[config.mk]
export PLATFORM = sky130hd
export DESIGN_NAME = alu_cmd_seq_flat
export DESIGN_NICKNAME = d
export VERILOG_FILES = /design/src/rtl/alu_cmd_seq_if.sv /design/src/rtl/alu_cmd_seq.sv /design/src/flat_wrapper.sv
export SDC_FILE = /design/constraint.sdc
export NUM_CORES = 1
export LEC_CHECK = 0
export CAP_MARGIN = 40
export CORE_MARGIN = 3
export CORE_UTILIZATION = 56
export CTS_BUF_LIST = sky130_fd_sc_hd__clkbuf_16
export CTS_CLUSTER_DIAMETER = 80
export DETAILED_ROUTE_END_ITERATION = 8
export MAX_ROUTING_LAYER = met4
export PLACE_DENSITY_LB_ADDON = 0.08
export SYNTH_ARGS = -nofsm -noshare
export SYNTH_HDL_FRONTEND = slang
export SYNTH_SLANG_ARGS = --single-unit
[constraint.sdc]
create_clock -name clk -period 7.7 [get_ports clk]
set_clock_uncertainty 0.05 [all_clocks]
set_input_delay 1.54 -clock clk [delete_from_list [all_inputs] [get_ports clk]]
set_output_delay 1.54 -clock clk [all_outputs]
set_load 0.02 [all_outputs]
[src/rtl/alu_cmd_seq_if.sv]
// ---------------------------------------------------------------------------
// alu_cmd_seq_if
// Purpose : groups the command and result valid/ready channels of the ALU
//           issue stage into one bundle.
// Signals :
//   command channel : i_b_cmd_valid, o_b_cmd_ready, i_ul_a, i_ul_b, i_u3_sel
//   result channel  : o_b_res_valid, i_b_res_ready, o_ul_r, o_bi_zflag,
//                     o_u3_res_sel
//   status          : o_u8_done_cnt (completed result handshakes, wraps)
// Modports:
//   slave  - the issue stage (accepts commands, produces results)
//   master - the producer/consumer side (drives commands, takes results)
// ---------------------------------------------------------------------------
interface alu_cmd_seq_if #(
    parameter int W = 32
) ();
    logic         i_b_cmd_valid;
    logic         o_b_cmd_ready;
    logic [W-1:0] i_ul_a;
    logic [W-1:0] i_ul_b;
    logic [2:0]   i_u3_sel;
    logic         o_b_res_valid;
    logic         i_b_res_ready;
    logic [W-1:0] o_ul_r;
    logic         o_bi_zflag;
    logic [2:0]   o_u3_res_sel;
    logic [7:0]   o_u8_done_cnt;

    modport slave (
        input  i_b_cmd_valid, i_ul_a, i_ul_b, i_u3_sel, i_b_res_ready,
        output o_b_cmd_ready, o_b_res_valid, o_ul_r, o_bi_zflag,
               o_u3_res_sel, o_u8_done_cnt
    );

    modport master (
        output i_b_cmd_valid, i_ul_a, i_ul_b, i_u3_sel, i_b_res_ready,
        input  o_b_cmd_ready, o_b_res_valid, o_ul_r, o_bi_zflag,
               o_u3_res_sel, o_u8_done_cnt
    );
endinterface

[src/rtl/alu_cmd_seq.sv]
// ---------------------------------------------------------------------------
// alu_cmd_seq
// Purpose : issue stage in front of a clocked ALU. Commands (a, b, sel) are
//           buffered in a DEPTH-entry FIFO, issued one at a time on held
//           operand/selector outputs, the result is captured after the ALU's
//           register latency and then offered downstream until accepted.
// Ports   :
//   clk, rst_n        - clock, synchronous active-low reset
//   bus (slave)       - command and result valid/ready channels + done count
//   o_ul_alu_a/b      - operands driven to the ALU (held between issues)
//   o_u3_alu_sel      - operation select driven to the ALU
//   i_ul_alu_r        - ALU result
//   i_b_alu_zflag     - ALU zero flag
// ---------------------------------------------------------------------------
module alu_cmd_seq #(
    parameter int W       = 32,
    parameter int DEPTH   = 4,
    parameter int ALU_LAT = 1
) (
    input  logic          clk,
    input  logic          rst_n,
    alu_cmd_seq_if.slave  bus,
    output logic [W-1:0]  o_ul_alu_a,
    output logic [W-1:0]  o_ul_alu_b,
    output logic [2:0]    o_u3_alu_sel,
    input  logic [W-1:0]  i_ul_alu_r,
    input  logic          i_b_alu_zflag
);

    localparam int PW = (DEPTH > 1) ? $clog2(DEPTH) : 1;
    localparam int CW = $clog2(ALU_LAT + 2);

    localparam logic [PW:0]   CNT_FULL  = (PW + 1)'(DEPTH);
    localparam logic [PW:0]   CNT_EMPTY = {(PW + 1){1'b0}};
    localparam logic [PW:0]   CNT_ONE   = (PW + 1)'(1);
    localparam logic [PW-1:0] PTR_ONE   = PW'(1);
    // One extra edge beyond the ALU latency: the pop edge only loads the
    // operand registers, the ALU samples them on the following edge.
    localparam logic [CW-1:0] WAIT_LOAD = CW'(ALU_LAT + 1);
    localparam logic [CW-1:0] WAIT_ONE  = CW'(1);

    typedef enum logic [1:0] {
        ST_IDLE = 2'd0,
        ST_WAIT = 2'd1,
        ST_HOLD = 2'd2
    } state_t;

    state_t        state_r;
    state_t        next_state_s;

    logic [W-1:0]  fifo_a_r   [DEPTH];
    logic [W-1:0]  fifo_b_r   [DEPTH];
    logic [2:0]    fifo_sel_r [DEPTH];
    logic [PW-1:0] wr_ptr_r;
    logic [PW-1:0] rd_ptr_r;
    logic [PW:0]   count_r;
    logic [PW:0]   count_next_s;
    logic          cmd_ready_r;

    logic          push_s;
    logic          pop_s;
    logic          capture_s;
    logic          handshake_s;
    logic          fifo_empty_s;

    logic [CW-1:0] wait_cnt_r;
    logic [W-1:0]  alu_a_r;
    logic [W-1:0]  alu_b_r;
    logic [2:0]    alu_sel_r;

    logic          res_valid_r;
    logic [W-1:0]  res_r;
    logic          zflag_r;
    logic [2:0]    res_sel_r;
    logic [7:0]    done_cnt_r;

    // Outputs are straight copies of registers.
    assign bus.o_b_cmd_ready = cmd_ready_r;
    assign bus.o_b_res_valid = res_valid_r;
    assign bus.o_ul_r        = res_r;
    assign bus.o_bi_zflag    = zflag_r;
    assign bus.o_u3_res_sel  = res_sel_r;
    assign bus.o_u8_done_cnt = done_cnt_r;
    assign o_ul_alu_a        = alu_a_r;
    assign o_ul_alu_b        = alu_b_r;
    assign o_u3_alu_sel      = alu_sel_r;

    // Ready is registered, so a push can never race a full FIFO.
    assign push_s       = bus.i_b_cmd_valid & cmd_ready_r;
    assign fifo_empty_s = (count_r == CNT_EMPTY);

    // Next-state and control strobes of the issue FSM.
    always_comb begin
        next_state_s = state_r;
        pop_s        = 1'b0;
        capture_s    = 1'b0;
        handshake_s  = 1'b0;
        case (state_r)
            ST_IDLE: begin
                if (!fifo_empty_s) begin
                    pop_s        = 1'b1;
                    next_state_s = ST_WAIT;
                end else begin
                    next_state_s = ST_IDLE;
                end
            end
            ST_WAIT: begin
                if (wait_cnt_r == WAIT_ONE) begin
                    capture_s    = 1'b1;
                    next_state_s = ST_HOLD;
                end else begin
                    next_state_s = ST_WAIT;
                end
            end
            ST_HOLD: begin
                if (bus.i_b_res_ready) begin
                    handshake_s = 1'b1;
                    // Issue the next command on the handshake edge so a
                    // steady stream costs ALU_LAT+2 cycles per result.
                    if (!fifo_empty_s) begin
                        pop_s        = 1'b1;
                        next_state_s = ST_WAIT;
                    end else begin
                        next_state_s = ST_IDLE;
                    end
                end else begin
                    next_state_s = ST_HOLD;
                end
            end
            default: begin
                next_state_s = ST_IDLE;
            end
        endcase
    end

    // FIFO occupancy after this edge's push/pop.
    always_comb begin
        count_next_s = count_r;
        case ({push_s, pop_s})
            2'b10:   count_next_s = count_r + CNT_ONE;
            2'b01:   count_next_s = count_r - CNT_ONE;
            default: count_next_s = count_r;
        endcase
    end

    // FSM state register.
    always_ff @(posedge clk) begin
        if (!rst_n) begin
            state_r <= ST_IDLE;
        end else begin
            state_r <= next_state_s;
        end
    end

    // FIFO storage; contents are don't-care while the entry is not counted.
    always_ff @(posedge clk) begin
        if (push_s) begin
            fifo_a_r[wr_ptr_r]   <= bus.i_ul_a;
            fifo_b_r[wr_ptr_r]   <= bus.i_ul_b;
            fifo_sel_r[wr_ptr_r] <= bus.i_u3_sel;
        end
    end

    // FIFO pointers, occupancy and ready flag.
    always_ff @(posedge clk) begin
        if (!rst_n) begin
            wr_ptr_r    <= {PW{1'b0}};
            rd_ptr_r    <= {PW{1'b0}};
            count_r     <= CNT_EMPTY;
            cmd_ready_r <= 1'b0;
        end else begin
            if (push_s) begin
                wr_ptr_r <= wr_ptr_r + PTR_ONE;
            end
            if (pop_s) begin
                rd_ptr_r <= rd_ptr_r + PTR_ONE;
            end
            count_r     <= count_next_s;
            cmd_ready_r <= (count_next_s != CNT_FULL);
        end
    end

    // Issue registers driving the ALU plus the latency counter.
    always_ff @(posedge clk) begin
        if (!rst_n) begin
            alu_a_r    <= {W{1'b0}};
            alu_b_r    <= {W{1'b0}};
            alu_sel_r  <= 3'b000;
            wait_cnt_r <= {CW{1'b0}};
        end else if (pop_s) begin
            alu_a_r    <= fifo_a_r[rd_ptr_r];
            alu_b_r    <= fifo_b_r[rd_ptr_r];
            alu_sel_r  <= fifo_sel_r[rd_ptr_r];
            wait_cnt_r <= WAIT_LOAD;
        end else if (state_r == ST_WAIT) begin
            wait_cnt_r <= wait_cnt_r - WAIT_ONE;
        end
    end

    // Result capture, downstream valid and completed-handshake counter.
    always_ff @(posedge clk) begin
        if (!rst_n) begin
            res_valid_r <= 1'b0;
            res_r       <= {W{1'b0}};
            zflag_r     <= 1'b0;
            res_sel_r   <= 3'b000;
            done_cnt_r  <= 8'd0;
        end else begin
            if (capture_s) begin
                res_valid_r <= 1'b1;
                res_r       <= i_ul_alu_r;
                zflag_r     <= i_b_alu_zflag;
                res_sel_r   <= alu_sel_r;
            end else if (handshake_s) begin
                res_valid_r <= 1'b0;
            end
            if (handshake_s) begin
                done_cnt_r <= done_cnt_r + 8'd1;
            end
        end
    end

endmodule

[src/flat_wrapper.sv]
// flat-port wrapper written by rule: the top's interface ports become plain ports
module alu_cmd_seq_flat 
#(
    parameter int W       = 32,
    parameter int DEPTH   = 4,
    parameter int ALU_LAT = 1
)
  (clk, rst_n, o_ul_alu_a, o_ul_alu_b, o_u3_alu_sel, i_ul_alu_r, i_b_alu_zflag, bus_i_b_cmd_valid, bus_i_ul_a, bus_i_ul_b, bus_i_u3_sel, bus_i_b_res_ready, bus_o_b_cmd_ready, bus_o_b_res_valid, bus_o_ul_r, bus_o_bi_zflag, bus_o_u3_res_sel, bus_o_u8_done_cnt);
  alu_cmd_seq_if #(.W(W)) bus_i ();
  input  logic clk;
  input  logic rst_n;
  output logic [W-1:0] o_ul_alu_a;
  output logic [W-1:0] o_ul_alu_b;
  output logic [2:0] o_u3_alu_sel;
  input  logic [W-1:0] i_ul_alu_r;
  input  logic i_b_alu_zflag;
  input wire logic [$bits(bus_i.i_b_cmd_valid)-1:0] bus_i_b_cmd_valid;
  input wire logic [$bits(bus_i.i_ul_a)-1:0] bus_i_ul_a;
  input wire logic [$bits(bus_i.i_ul_b)-1:0] bus_i_ul_b;
  input wire logic [$bits(bus_i.i_u3_sel)-1:0] bus_i_u3_sel;
  input wire logic [$bits(bus_i.i_b_res_ready)-1:0] bus_i_b_res_ready;
  output wire logic [$bits(bus_i.o_b_cmd_ready)-1:0] bus_o_b_cmd_ready;
  output wire logic [$bits(bus_i.o_b_res_valid)-1:0] bus_o_b_res_valid;
  output wire logic [$bits(bus_i.o_ul_r)-1:0] bus_o_ul_r;
  output wire logic [$bits(bus_i.o_bi_zflag)-1:0] bus_o_bi_zflag;
  output wire logic [$bits(bus_i.o_u3_res_sel)-1:0] bus_o_u3_res_sel;
  output wire logic [$bits(bus_i.o_u8_done_cnt)-1:0] bus_o_u8_done_cnt;
  assign bus_i.i_b_cmd_valid = bus_i_b_cmd_valid;
  assign bus_i.i_ul_a = bus_i_ul_a;
  assign bus_i.i_ul_b = bus_i_ul_b;
  assign bus_i.i_u3_sel = bus_i_u3_sel;
  assign bus_i.i_b_res_ready = bus_i_b_res_ready;
  assign bus_o_b_cmd_ready = bus_i.o_b_cmd_ready;
  assign bus_o_b_res_valid = bus_i.o_b_res_valid;
  assign bus_o_ul_r = bus_i.o_ul_r;
  assign bus_o_bi_zflag = bus_i.o_bi_zflag;
  assign bus_o_u3_res_sel = bus_i.o_u3_res_sel;
  assign bus_o_u8_done_cnt = bus_i.o_u8_done_cnt;
  alu_cmd_seq #(.W(W), .DEPTH(DEPTH), .ALU_LAT(ALU_LAT)) u_core (.clk(clk), .rst_n(rst_n), .bus(bus_i), .o_ul_alu_a(o_ul_alu_a), .o_ul_alu_b(o_ul_alu_b), .o_u3_alu_sel(o_u3_alu_sel), .i_ul_alu_r(i_ul_alu_r), .i_b_alu_zflag(i_b_alu_zflag));
endmodule
==> key figures <==
Outcome
  • Status: finished, final reports clean

Yosys
  • Avg Cell Area, Syn: 16.8 sq um
  • Number of flops mapped to enable cells by yosys: 268
  • Top_reg_cell synth: edfxtp_1
  • Synth top area cells: edfxtp_1 (56%), dfxtp_1 (17%), mux4_2 (11%)
  • Synth top area share: 0.565
  • Top-count cell post-synth: edfxtp_1
  • Synthesized instance count: 849
  • Synth cell count leaders: edfxtp_1 (268), nand2_1 (148), dfxtp_1 (124)
  • Sequential share of the synthesized area: 0.739
  • Syn Std Cell Area: 14300 sq um
  • Mapped Nets: 961
  • Yosys top cell by area: edfxtp_1
  • Synth Warn #: 0
  • Cell variety after synth: 43
  • Asr flop ratio synth: 0
  • FF+latch count, synth: 392

Final layout
  • Nets@finish: 1179
  • Area Growth Syn to Fin: 25.9%
  • Number of fill cells: 1635
  • Final cell count without fillers: 1422
  • Share of layout cells above drive strength 1: 0.131

Setup path
  • Crit path kind: in -> reg
  • Crit-path max FO: 48
  • CP Capture Type: register
  • WP data arrival: 3.79 ns
  • R2r endpoint: u_core.bus.o_b_cmd_ready
  • Reg-to-reg critical path startpoint: u_core.state_r[1]
  • Reg-to-reg setup timing slack: 5.36 ns
  • R2R cell count: 6
  • Required time of the critical path: 8.08 ns
  • Setup crit start kind: input pin

Placement
  • Placer Congestion: 0.750
  • Cells after DPL: 1350
  • HPWL after DPL: 17000 um
  • I/O Buffers: 216

Global routing
  • Total GRT Usage: 0.217
  • First-pass GRT wire length: 44300 um
  • Vias in the first global route: 8071
  • Largest net degree at the start of global routing: 76
  • Global route overflow: 0
  • Initial antenna violation count: 2

CTS
  • Post-CTS Setup Bufs: 0
  • Hold Buf Count CTS: 0
  • Clock Pin Slew Worst Setup and Hold Paths: 0.06 ns
  • TritonCTS buffer count: 39
  • Root Buffer: clkbuf_16
  • CTS H-Tree Depth: 2
  • Clock Tree Buf Depth: 3
  • Post-CTS sizing: 0
  • CTS tree: built
  • Worst-Skew Late Latency: 0.51 ns
  • CTS sink count: 392

Timing
  • Max frequency: 0.294 GHz
  • RSZ-0062 raised after global routing: no
  • Final setup fails: 0
  • Hold_ws: 0.402 ns
  • Max-slew violations: 0
  • Worst-Margin Slew: 0.902 ns
  • Final hold violations: 0
  • Setup TNS Final: 0 ns
  • Final min period: 3.41 ns
  • Period utilization: 0.442
  • Max-slew headroom: 0.398

Detailed routing
  • Vias per std cell: 5.58
  • Wire per inst: 20.1 um
  • Vias: 7929
  • Final WL: 28600 um
  • Initial DRC Count: 631
  • Post-route ant nets: 0
  • Pre-antenna DRT Iters: 4
  • Drc violations: 0

Worst hold path
  • Worst min-delay path class: reg -> reg
  • Hold depth: 2
  • Hold path start: u_core.bus.o_ul_r[11]
  • Hold path endpoint: u_core.bus.o_ul_r[11]

Power
  • Comb power frac: 0.264
  • PD cells: 343 nW/um^2
  • Total leakage power: 5.81 nW
  • Max VDD drop: 0.198 mV
  • Switch share: 0.288
  • Clock power frac: 0.278
  • Switching power: 1.78 mW
  • Pint: 4.38 mW
  • Power share of the sequential group: 0.458

Floorplanning
  • Die W: 166 um
  • Die height: 166 um
  • Initial Util: 0.578
  • Io pins: 217
  • Core Region: 24700 sq um
  • FP Rows: 57
  • Die ar.: 27400 sq um

Flow run
  • Max_cap viols: 0
[cell type report]
cell class / count / area, sq um / area share
Sequential cell: 392 / 10500 / 0.587
Inverter: 9 / 33.8 / 0.00188
Timing Repair Buffer: 230 / 2350 / 0.131
Clock inverter: 29 / 143 / 0.00794
Tap cell: 324 / 405 / 0.0226
Multi-Input combinational cell: 395 / 3450 / 0.192
Clock buffer: 41 / 1030 / 0.0571
Antenna cell: 2 / 5.00 / 0.000279
[worst max-delay path, stage by stage]
cell	delay, ns
clkdlybuf4s50_1	0.61
nor2b_2	0.14
nor4_4	0.53
buf_6	0.25
buf_4	0.49
o2bb2ai_1	0.18
[kinds of logic after synthesis]
group | synth area share
multiplexers | 0.108
buffers and inverters | 0.0206
AND/OR/NAND/NOR | 0.0575
flip-flops | 0.739
XOR/XNOR | 0.00369
adder cells (fa/ha/maj) | 0.00755
AO/OA/AOI/OAI | 0.0640
[registers in the layout, indices dropped and copies added, names as in the netlist, 3 cells and up]
register                  count
u_core.bus.o_u8_done_cnt      8
u_core.o_ul_alu_b            32
u_core.fifo_sel_r            12
u_core.fifo_b_r             128
u_core.count_r                3
u_core.o_u3_alu_sel           3
u_core.o_ul_alu_a            32
u_core.bus.o_u3_res_sel       3
u_core.bus.o_ul_r            32
u_core.fifo_a_r             128
[placed cells by master (no fill, tap or decap), types with 3 or more instances in the layout]
| cell type | Yosys | layout |
|---|---|---|
| a21oi_1 | 47 | 47 |
| and3_4 | 0 | 4 |
| buf_16 | 0 | 3 |
| buf_4 | 2 | 8 |
| clkbuf_16 | 0 | 41 |
| clkdlybuf4s50_1 | 0 | 215 |
| clkinv_1 | 0 | 10 |
| clkinv_2 | 0 | 6 |
| dfxtp_1 | 124 | 122 |
| edfxtp_1 | 268 | 268 |
| ha_1 | 7 | 7 |
| inv_1 | 8 | 20 |
| mux4_2 | 67 | 67 |
| nand2_1 | 148 | 148 |
| nand3b_1 | 3 | 3 |
| nor2_1 | 7 | 7 |
| o21ai_0 | 5 | 5 |
| o2bb2ai_1 | 67 | 67 |
| o31ai_1 | 4 | 4 |
| or3_1 | 3 | 3 |
| or4_1 | 4 | 4 |
| xor2_1 | 4 | 4 |
[worst max-delay path by stage]
stage | start | end
after floorplan | bus_i_b_cmd_valid | u_core.fifo_a_r[3][0]
after global placement | bus_i_b_res_ready | u_core.o_ul_alu_a[27]
after detailed placement | bus_i_b_res_ready | u_core.o_ul_alu_a[24]
after CTS | bus_i_b_res_ready | u_core.o_ul_alu_b[3]
after global routing | bus_i_b_res_ready | u_core.o_ul_alu_b[17]
final | bus_i_b_res_ready | u_core.o_ul_alu_a[5]
[stage by stage]
step / util / instance area, sq um / total power, mW / setup slack, ns
6_report: 0.728 / 18000 / 6.16 / 4.29
3_5_place_dp: 0.680 / 16800 / 4.51 / 3.77
5_1_grt: 0.728 / 18000 / 6.44 / 4.14
3_3_place_gp: 0.675 / 16600 / 4.44 / 3.56
4_1_cts: 0.727 / 17900 / 6.22 / 4.29
2_1_floorplan: - / 14300 / 3.81 / 4.05
[layer usage]
metal  vias up  part of all wire  global-route usage
li1       3705                 -                   -
met2       223              0.50               0.361
met5         -                 0                   -
met4         0             0.017              0.0488
met1      3961              0.42               0.282
met3        40             0.065              0.0439
[power groups by stage]
| stage | Clock [mW] | Combinational [mW] | Sequential [mW] |
|---|---|---|---|
| after CTS | 1.74 | 1.65 | 2.83 |
| after global placement | 0 | 1.55 | 2.90 |
| after floorplan | 0 | 0.811 | 3.00 |
| final | 1.71 | 1.63 | 2.82 |
| after detailed placement | 0 | 1.65 | 2.86 |
| after global routing | 1.84 | 1.75 | 2.86 |
No activity file was read; power rests on OpenSTA's default activity.
==> edit 1: new RTL, config.mk and constraints unchanged <==
The 3 states of `state_t` get a one-hot encoding in 3 bits.
--- a/src/rtl/alu_cmd_seq.sv
+++ b/src/rtl/alu_cmd_seq.sv
@@ -40,8 +40,8 @@
     localparam logic [CW-1:0] WAIT_ONE  = CW'(1);
 
-    typedef enum logic [1:0] {
-        ST_IDLE = 2'd0,
-        ST_WAIT = 2'd1,
-        ST_HOLD = 2'd2
+    typedef enum logic [2:0] {
+        ST_IDLE = 3'b001,
+        ST_WAIT = 3'b010,
+        ST_HOLD = 3'b100
     } state_t;
 
Behaviour: no difference found for any inputs over 4 cycles, from zero or initial values and one cycle with rst_n low; so few cycles prove little.
==> edit 1 against the original RTL <==
Core utilization shrank 0.44 points. Sequential cell count grew 1. Non-clock buffer count shrank 2. Worst setup slack lost 0.76 ns. Via count grew 2.7%. Power shrank 0.53%. Global-route usage is essentially flat. Final area grew 2.0%. Synthesized area grew 2.0%. Wire length grew 2.3%. Count of clock-buffer cells in the layout is the same.
==> edit 1: results (changes against the original RTL) <==
# nets final = 1241 (+5.3%)
Wire per inst = 19.67 um (-2.3%)
Crit path time final = 4.166 ns (+0.7587 ns)
Largest net degree at the start of global routing = 70 (-7.9%)
Syn nets = 1023 (+6.5%)
Switch share = 29.04% (+0.21 points)
Wl on met1 = 12150 um (+2.1%)
DR WL met2 = 14630 um (+1.6%)
Slowest cell on crit path = inv_4
Worst-case reg-to-reg path depth = 9 (+3)
Synth Area in Compound Gates = 5.930% (-0.47 points)
Largest cells by area after synthesis = edfxtp_1 (55%), dfxtp_1 (17%), mux4_2 (10%)
Routing usage on met3 = 4.509% (+0.12 points)
Slew HR = 42.68% (+2.8 points)
Worst hold slack = 0.3991 ns (-0.003248 ns)
Status = completed
DR iter-0 viols = 546 (-13%)
VDD IR-drop max = 0.3600 mV (+81%)
Post-Route WL = 29290 um (+2.3%)
Placed cells = 1417 (+5.0%)
Antenna violations before repair = 0 (-2)
Pleak = 6.061 nW (+4.2%)
GPL Wtd Cong = 0.8138 (+8.5%)
Reg2Reg Setup Slack = 4.63 ns (-0.73 ns)
Synth top cells by count = edfxtp_1 (268), nand2_1 (210), dfxtp_1 (125)
Mapped Cells = 911 (+7.3%)
First-pass GRT wire length = 46460 um (+4.8%)
Hold_sp = u_core.o_ul_alu_b[7]$_SDFFE_PN0P_
Post-synthesis mux area share = 10.53% (-0.28 points)
Share of cells above drive strength 1 = 12.08% (-1.1 points)
Dpl cell area = 17090 sq um (+1.8%)
Routed vias/inst = 5.467 (-2.0%)
DPL Wire Length = 17420 um (+2.7%)
Synth Area in XOR/XNOR = 0.7832% (+0.41 points)
FF-to-FF Start = u_core.count_r[0]$_SDFF_PN0_
==> edit 1: cell types whose count changed after synthesis, sizes merged, moves of 4 or more <==
| cell | unedited run | this run |
|---|---|---|
| a21boi | 0 | 108 |
| a21oi | 47 | 1 |
| and2 | 0 | 12 |
| o2bb2ai | 67 | 0 |
| or4 | 4 | 0 |
| nand2 | 148 | 211 |
| nor2 | 7 | 2 |
| o21ai | 5 | 0 |
| xnor2 | 2 | 10 |
==> edit 1: power groups by stage <==
stage	Clock, mW	Combinational, mW	Sequential [mW]
finish	1.80	1.61	2.72
global placement	0	1.53	2.79
floorplan	0	0.830	2.89
detailed placement	0	1.63	2.77
global route	1.92	1.75	2.76
CTS	1.84	1.64	2.73
==> edit 1: cell type report <==
type | instances | area (sq um)
Clock buffer | 41 | 1026
Clock inverter | 31 | 203.9
Fill cell | 1668 | 7012
Inverter | 8 | 32.53
Multi-Input combinational cell | 458 | 3700
Sequential cell | 393 | 10560
Tap cell | 330 | 412.9
Timing Repair Buffer | 228 | 2382
==> edit 2: new RTL, config.mk and constraints unchanged <==
Made on the original files. `ALU_LAT` is set to 1 in 2 places; all go to 2.
--- a/src/rtl/alu_cmd_seq.sv
+++ b/src/rtl/alu_cmd_seq.sv
@@ -16,5 +16,5 @@
     parameter int W       = 32,
     parameter int DEPTH   = 4,
-    parameter int ALU_LAT = 1
+    parameter int ALU_LAT = 2
 ) (
     input  logic          clk,
--- a/src/flat_wrapper.sv
+++ b/src/flat_wrapper.sv
@@ -4,5 +4,5 @@
     parameter int W       = 32,
     parameter int DEPTH   = 4,
-    parameter int ALU_LAT = 1
+    parameter int ALU_LAT = 2
 )
   (clk, rst_n, o_ul_alu_a, o_ul_alu_b, o_u3_alu_sel, i_ul_alu_r, i_b_alu_zflag, bus_i_b_cmd_valid, bus_i_ul_a, bus_i_ul_b, bus_i_u3_sel, bus_i_b_res_ready, bus_o_b_cmd_ready, bus_o_b_res_valid, bus_o_ul_r, bus_o_bi_zflag, bus_o_u3_res_sel, bus_o_u8_done_cnt);
Behaviour: not the same (Yosys sat finds a counterexample within 10 cycles, from zero or initial values and one cycle with rst_n low).
==> edit 2 against the original RTL <==
Sequential cell count is the same. Synthesized cell count shrank 0.94%. Final area grew 0.54%. Worst setup slack lost 0.15 ns. Power grew 3.8%. Critical path depth grew 3. Synthesized area shrank 0.32%. Wire length shrank 0.80%. Critical endpoint is now u_core.bus.o_b_cmd_ready$_SDFF_PN0_. Largest cell class unchanged. Highest routed layer unchanged.
==> edit 2: results (changes against the original RTL) <==
Placed cells = 1346 (-0.30%)
Synth top cells by count = edfxtp_1 (268), nand2_1 (146), dfxtp_1 (124)
Worst-case reg-to-reg path depth = 8 (+2)
Largest cells by area after synthesis = edfxtp_1 (57%), dfxtp_1 (17%), mux4_2 (11%)
Synth Area in XOR/XNOR = 0.3698% (+0.0012 points)
Comb power = 1.78 mW (+9%)
Antenna violations before repair = 1 (-1)
Total power after layout = 6.394 mW (+3.8%)
Share of cells above drive strength 1 = 13.27% (+0.13 points)
Met1 usage = 28.18% (about the same)
Worst Path Arrival = 3.90 ns (+0.11 ns)
# nets final = 1175 (-0.34%)
Non-clock inverter count = 8 (-1)
Synth unique cells = 41 (-4.7%)
Layout clock area frac = 6.710% (+0.20 points)
# fillers = 1610 (-1.5%)
DPL Wire Length = 16960 um (about the same)
Mapped Cells = 841 (-0.94%)
Non-clock buffer share = 13.43% (+0.34 points)
GPL Wtd Cong = 0.7567 (+0.89%)
Post-Route WL = 28390 um (-0.80%)
Synth Area in Adders = 0.7572% (+0.0024 points)
Post-synthesis mux area share = 10.84% (+0.034 points)
Total GRT Usage = 21.45% (-0.29 points)
Wl on met1 = 11740 um (-1.3%)
Area occupied by multi-input gates = 3438 sq um (-0.40%)
Pre-CTS setup slack = 3.646 ns (-0.1235 ns)
Switch share = 29.13% (+0.30 points)
Synth Area in Compound Gates = 6.330% (-0.068 points)
DR WL met2 = 14280 um (-0.89%)
Routed vias/inst = 5.609 (+0.60%)
First-pass GRT wire length = 44030 um (-0.67%)
Largest net degree at the start of global routing = 71 (-6.6%)
Mapped Area = 14210 sq um (-0.32%)
DR iter-0 viols = 691 (+9.5%)
Syn nets = 953 (-0.83%)
Met2 usage in global routing = 35.37% (-0.76 points)
Status = completed
VDD IR-drop max = 0.2277 mV (+15%)
Pre-antenna DRT Iters = 5 (+1)
#MultiIn Comb = 389 (-1.5%)
Vias in the first global route = 8145 (+0.92%)
Non-clock buffer count = 233 (+1.3%)
Met3 routed WL = 1967 um (+6.5%)
Pleak = 5.885 nW (+1.2%)
Reg2Reg Setup Slack = 5.31 ns (-0.05 ns)
Slew HR = 43.23% (+3.4 points)
Setup WS post-layout = 4.144 ns (-0.1487 ns)
Seq/total area = 58.38% (-0.31 points)
## edit 2: how the worst min path moves through the flow
stage	startpoint	end	slack (ns)	cells after the start
2_1_floorplan	u_core.wr_ptr_r[1]$_SDFFE_PN0P_	u_core.wr_ptr_r[1]$_SDFFE_PN0P_	0.42	2
3_3_place_gp	u_core.bus.o_ul_r[4]$_SDFFE_PN0P_	u_core.bus.o_ul_r[4]$_SDFFE_PN0P_	0.39	2
3_5_place_dp	u_core.bus.o_ul_r[21]$_SDFFE_PN0P_	u_core.bus.o_ul_r[21]$_SDFFE_PN0P_	0.40	2
4_1_cts	u_core.bus.o_ul_r[21]$_SDFFE_PN0P_	u_core.bus.o_ul_r[21]$_SDFFE_PN0P_	0.40	2
5_1_grt	u_core.bus.o_ul_r[30]$_SDFFE_PN0P_	u_core.bus.o_ul_r[30]$_SDFFE_PN0P_	0.42	2
6_report	u_core.bus.o_ul_r[31]$_SDFFE_PN0P_	u_core.bus.o_ul_r[31]$_SDFFE_PN0P_	0.40	2
